--- src/rtl/serial_link_pkg.sv ---
// serial_link_pkg: shared state encoding and widths for the serial shift-register link
package serial_link_pkg;
  typedef enum logic {ST_IDLE, ST_SHIFT} state_t;
  localparam int DEFAULT_WIDTH = 4;
  function automatic int BITCNT_W(input int w);
    return $clog2(w);
  endfunction
endpackage

--- src/rtl/piso_serializer.sv ---
// piso_serializer: valid/ready-loaded word sent LSB-first, one bit per tick, back-to-back capable
module piso_serializer
  import serial_link_pkg::*;
#(
  parameter int n = DEFAULT_WIDTH
) (
  input  logic         CLK,
  input  logic         RSTn,
  input  logic [n-1:0] din,
  input  logic         load_valid,
  output logic         load_ready,
  input  logic         tick,
  output logic         sout,
  output logic         sout_en,
  output logic         busy,
  output logic         done
);
  localparam int CW = BITCNT_W(n);
  state_t        state;
  logic [n-1:0]  shreg;
  logic [CW-1:0] cnt;
  logic          done_r;
  logic          last;
  logic          fin;
  always_comb begin
    busy       = state == ST_SHIFT;
    sout       = busy & shreg[0];
    sout_en    = busy & tick;
    done       = done_r;
    last       = cnt == CW'(n - 1);
    fin        = sout_en & last;
    load_ready = !busy | fin;
  end
  always_ff @(posedge CLK)
    if (!RSTn) begin
      state  <= ST_IDLE;
      shreg  <= '0;
      cnt    <= '0;
      done_r <= 1'b0;
    end else begin
      done_r <= fin;
      if (load_valid && load_ready) begin
        shreg <= din;
        cnt   <= '0;
        state <= ST_SHIFT;
      end else if (fin) begin
        shreg <= '0;
        state <= ST_IDLE;
      end else if (sout_en) begin
        shreg <= shreg >> 1;
        cnt   <= cnt + 1'b1;
      end
    end
endmodule

--- config.mk ---
export PLATFORM = sky130hd
export DESIGN_NAME = piso_serializer
export DESIGN_NICKNAME = d
export VERILOG_FILES = /design/src/rtl/serial_link_pkg.sv /design/src/rtl/piso_serializer.sv
export SDC_FILE = /design/constraint.sdc
export NUM_CORES = 1
export LEC_CHECK = 0
export CAP_MARGIN = 30
export CORE_AREA = 5 5 42 44
export CTS_BUF_LIST = sky130_fd_sc_hd__clkbuf_4
export DETAILED_ROUTE_END_ITERATION = 8
export DIE_AREA = 0 0 47 49
export PLACE_DENSITY_LB_ADDON = 0.25
export SYNTH_ARGS = -nofsm -noshare
export SYNTH_HDL_FRONTEND = slang
export SYNTH_SLANG_ARGS = --single-unit
--- constraint.sdc ---
create_clock -name CLK -period 1.5 [get_ports CLK]
set_clock_uncertainty 0.1 [all_clocks]
set_input_delay 0.375 -clock CLK [delete_from_list [all_inputs] [get_ports CLK]]
set_output_delay 0.375 -clock CLK [all_outputs]
set_load 0.1 [all_outputs]
After elaboration in Yosys (flattened, before gate mapping)
Cells that the tools add are included.
- $add $sub $neg: 1
- $mul: 0
- divide/modulo/power cells: 0
- magnitude comparators: 0
- equal/unequal tests: 1
- shifts and indexed selects: 0
- mux-type cells: 5
- bitwise operators: 6
- reduce and logical (&&, ||, !) cells: 6
- operators by type and width (kind ; count):
    2-to-1 mux 4 bit ; 3
    bitwise AND 1 bit ; 3
    nonzero test 3 bit ; 1
    adder 2 x 1 -> 2 bit, second input constant ; 1
    equality test 2 bit, second input constant ; 1
    2-to-1 mux 1 bit ; 2
    inverter 1 bit ; 2
    AND reduction 2 bit ; 1
    nonzero test 2 bit ; 1
    OR reduction 2 bit ; 1
    logical AND 1 bit ; 1
    logical NOT 1 bit ; 1
    bitwise OR 1 bit ; 1
- register bits after elaboration: 8
- latch bits: 0
- memory bits (writable): 0
- memory bits (read-only): 0
- bits of input ports: 8
- output and inout bits: 5
- logic and storage cells: 23
- memories kept: 0

Logic depth before layout (Yosys ltp)
- depth in word-level cells: 5
- mapped depth: 4

Least setup slack after synthesis
OpenSTA, ideal clock, no wires.
- path type: flip-flop to flip-flop
- start point: register state, in the netlist busy
- end point: register shreg[2]
- data arrival time: 2.033 ns
- required time: 1.285 ns
- setup slack: -0.749 ns
- cell stages (with the launch flop): 5
- buffers on the path: 1
- cells stage by stage: dfxtp_1 > and2_2 > buf_2 > nand3_1 > and3_1
- cells in the longest elaborated chain, start to end: 5
- elaborated cells on any way between the ends: 8
- those cells by class: 2 x mux; 3 x bitwise; 3 x reduce/logical
- RTL lines (what ; line ; source):
    from (decl) ; piso_serializer.sv:19 ; state_t state;
    from (signal assigned) ; piso_serializer.sv:36 ; state <= ST_IDLE;
    from (signal assigned) ; piso_serializer.sv:45 ; state <= ST_SHIFT;
    from (signal assigned) ; piso_serializer.sv:48 ; state <= ST_IDLE;
    bitwise AND 1 bit * ; piso_serializer.sv:28 ; sout_en = busy & tick;
    named net sout_en ; piso_serializer.sv:14 ; output logic sout_en,
    bitwise AND 1 bit ; piso_serializer.sv:31 ; fin = sout_en & last;
    bitwise OR 1 bit ; piso_serializer.sv:32 ; load_ready = !busy | fin;
    logical AND 1 bit ; piso_serializer.sv:42 ; if (load_valid && load_ready) begin
    nonzero test 3 bit (no line) or 2-to-1 mux 4 bit (tied branches) ; - ;
    to (signal assigned) ; piso_serializer.sv:43 ; shreg <= din;
    to (signal assigned) ; piso_serializer.sv:50 ; shreg <= shreg >> 1;
    to (decl) ; piso_serializer.sv:20 ; logic [n-1:0] shreg;
The timed path passes the listed nets; every way through them passes the cells marked *.
A chain may end at the register's enable or synchronous reset.

Worst setup path in the final report
- start point: register cnt[1]
- end point: output port load_ready
- cells in the longest elaborated chain, start to end: 3
- RTL lines (what ; line ; source):
    from (decl) ; piso_serializer.sv:21 ; logic [CW-1:0] cnt;
    from (signal assigned) ; piso_serializer.sv:51 ; cnt <= cnt + 1'b1;
    equality test 2 bit ; piso_serializer.sv:30 ; last = cnt == CW'(n - 1);
    bitwise AND 1 bit ; piso_serializer.sv:31 ;
    bitwise OR 1 bit ; piso_serializer.sv:32 ;
    to (decl) ; piso_serializer.sv:11 ; output logic load_ready,
No other way between the ends.

==> load_flow_metrics.sql <==
INSERT INTO impl_metrics (metric_group, metric, value, unit) VALUES
('status', 'run_status', 'finished, violations left', ''),
('status', 'violations_in_the_final_reports', 'negative setup slack', ''),
('pwr', 'power.internal', '0.0004301', 'W'),
('layout', 'fraction_of_the_core_area_covered_by_cells_at_the_end_of_the_flow', '51.16', '%'),
('setup_path', 'critPathSlowestCell', 'sky130_fd_sc_hd__dfxtp_2', ''),
('setup_path', 'rr_worst_depth', '6', ''),
('yosys', 'post_synth_instance_area', '409.1', 'um^2'),
('yosys', 'ys.warnings.count', '0', ''),
('routing', 'dr_total_vias', '399', ''),
('grt', 'antenna_violations_before_repair', '0', ''),
('placed_design', 'place_area', '640.6', 'um^2'),
('setup_path', 'critical_path.startpoint_type', 'flip-flop', ''),
('clocking', 'cts_buffer_depth', '2', ''),
('pwr', 'power_switching_share', '28.08', '%'),
('pwr', 'switchingPower', '0.0001679', 'W'),
('yosys', 'yosysSeqAreaShare', '39.14', '%'),
('die', 'starting_density_of_the_core', '29.20', '%'),
('setup_path', 'critical_path_class', 'flip-flop to output port', ''),
('grt', 'grt_first_pass_wirelength', '1.628', 'mm'),
('pwr', 'leakagePower', '0.3142', 'nW'),
('layout', 'final_design_area_no_fill', '716.9', 'um^2'),
('yosys', 'synth_top_area_cell', 'sky130_fd_sc_hd__dfxtp_1', ''),
('yosys', 'synth_simple_gate_area_share', '21.41', '%'),
('clocking', 'ctsRootBufferMaster', 'sky130_fd_sc_hd__clkbuf_4', ''),
('yosys', 'synth.distinct_cells', '24', ''),
('yosys', 'ys_ff_latch', '8', ''),
('routing', 'antenna_left', '0', ''),
('timing', 'final-hold-violation-count', '0', ''),
('setup_path', 'critical_path_required', '1.02', 'ns'),
('placed_design', 'dp_cells', '76', ''),
('layout', 'area_delta_synth_final', '75.23', '%'),
('routing', 'post-route-drc-count', '0', ''),
('layout', 'seqCellArea', '166.4', 'um^2'),
('placed_design', 'finalWeightedCongestion', '0.7282', ''),
('pwr', 'power.combinational.fraction', '28.9', '%'),
('setup_path', 'critical_path_arrival', '1.11', 'ns'),
('yosys', 'netlist_top_cells_area', 'sky130_fd_sc_hd__dfxtp_1 (39%), sky130_fd_sc_hd__mux2i_1 (4.9%), sky130_fd_sc_hd__o221ai_1 (4.3%), sky130_fd_sc_hd__a21bo_4 (4.0%), sky130_fd_sc_hd__o21ai_0 (3.7%)', ''),
('clocking', 'worst_path_clk_slew', '0.05', 'ns'),
('yosys', 'post_syn_instances', '43', ''),
('placed_design', 'detailedPlacementHpwl', '740.6', 'um'),
('clocking', 'clock-sinks', '8', ''),
('layout', 'most_common_cell_after_layout_fill_and_taps_aside', 'sky130_fd_sc_hd__buf_4', ''),
('timing', 'drv_slew', '0', ''),
('grt', 'grt_pass1_vias', '389', ''),
('grt', 'remaining_overflow_grt', '0', ''),
('yosys', 'postSynthAreaPerCell', '9.515', 'um^2'),
('min_path', 'worst_hold_path.num_cells', '2', ''),
('layout', 'finish.net_count', '78', ''),
('routing', 'firstDrtPassIters', '4', ''),
('timing', 'rsz0062_at_grt', 'yes', ''),
('timing', 'max_slew_margin', '87.66', '%'),
('setup_path', 'timing.critical_path.cells', 'ha_4, a21bo_4, buf_12', ''),
('clocking', 'cts-buffers-inserted', '3', ''),
('yosys', 'synth_compound_area_share', '21.71', '%'),
('clocking', 'ctsHoldBuffers', '0', ''),
('die', 'rows', '14', ''),
('routing', 'post_drt_wl_per_cell', '11.40', 'um'),
('timing', 'setup_ws', '-0.08841', 'ns'),
('die', 'chipWidth', '47', 'um'),
('die', 'num_io_pins', '13', ''),
('routing', 'drt-vias-per-instance', '4.750', ''),
('placed_design', 'numPortBuffers', '12', ''),
('timing', 'timing.final.setup_violations', '1', ''),
('setup_path', 'critical_path.endpoint_type', 'output port', ''),
('yosys', 'synth_fa_ha_area_share', '3.058', '%'),
('layout', 'layout-drive-gt1-share', '41.18', '%'),
('layout', 'filler_cell_count', '135', ''),
('routing', 'initialDrtViolationCount', '2', ''),
('grt', 'largest_net_degree_at_the_start_of_global_routing', '10', ''),
('min_path', 'hold_path.class', 'flip-flop to flip-flop', ''),
('timing', 'min_period_over_period', '105.9', '%');
## metrics by stage
step | hold WS (ns) | setup TNS [ns] | power [W]
floorplan | 0.3364 | 0 | 0.0003321
global placement | 0.3509 | -1.666 | 0.0004003
detailed placement | 0.3619 | -1.905 | 0.0004012
CTS | 0.3688 | -0.09929 | 0.0006025
global route | 0.4376 | -0.1330 | 0.0006399
finish | 0.3698 | -0.08841 | 0.0005979
## cell usage after synthesis, drive strengths merged
library cell	n
dfxtp	8
o21ai	3
a21bo	2
a21oi	2
a31oi	2
and2	2
and3	2
buf	2
mux2i	2
nand2b	2
nand3	2
nor2	2
nor2b	2
o221ai	2
a21boi	1
ha	1
inv	1
mux2	1
nand2	1
nand3b	1
nand4	1
xor2	1
## cell families after synthesis
| logic type | Yosys count |
|---|---|
| DFF | 8 |
| AOI/OAI and AO/OA | 12 |
| buffers and inverters | 3 |
| xor gates and xnor gates | 1 |
| and+or+nand+nor | 15 |
| muxes | 3 |
| adders and majority gates | 1 |
## final timing paths
| kind | slack [ns] | endpoint | startpoint |
|---|---|---|---|
| hold / removal | 0.37 | shreg[3]$_SDFFE_PN0P_ | shreg[3]$_SDFFE_PN0P_ |
| hold reg to reg | 0.37 | shreg[3]$_SDFFE_PN0P_ | shreg[3]$_SDFFE_PN0P_ |
| setup / recovery | -0.09 | load_ready | cnt[1]$_SDFFE_PP0P_ |
| setup reg to reg | 0.08 | cnt[1]$_SDFFE_PP0P_ | cnt[1]$_SDFFE_PP0P_ |
## sequential cells by signal, summed over array words and instances, names as in the netlist
signal,flops
busy,1
cnt,2
done,1
shreg,4
## power groups by stage
| stage | Sequential, W | Combinational, W | Clock, W |
|---|---|---|---|
| after CTS | 0.000237 | 0.000166 | 0.000200 |
| after global placement | 0.000240 | 0.000160 | 0 |
| after global routing | 0.000236 | 0.000185 | 0.000219 |
| final | 0.000235 | 0.000173 | 0.000190 |
| after floorplan | 0.000250 | 0.0000822 | 0 |
| after detailed placement | 0.000240 | 0.000161 | 0 |
## cell type report
class	count	area share, %
Tap cell	16	2.792
Timing Repair Buffer	23	35.25
Clock buffer	4	4.188
Inverter	1	0.5236
Sequential cell	8	23.21
Multi-Input combinational cell	32	34.03
## worst max-delay path: cells and delay by family, from the launching register on
family	cells	cell delay, ns
flops	1	0.33
compound gates	1	0.21
fa+ha+maj	1	0.16
buf+inv	1	0.16
## metal layers
metal	up-vias	part of all wire (%)	track usage, %
met5	-	0	0
met4	0	0	5.530
met3	0	6.3	5.166
met2	11	49	14.71
met1	181	45	11.28
li1	207	-	-
## what timing repair did
item,4_1_cts,5_1_grt
gates resized for setup,7,0
pin swaps,1,0
setup endpoints to repair,2,3
setup buffers,2,2
Note: power is estimated with default switching activity, not from simulation.
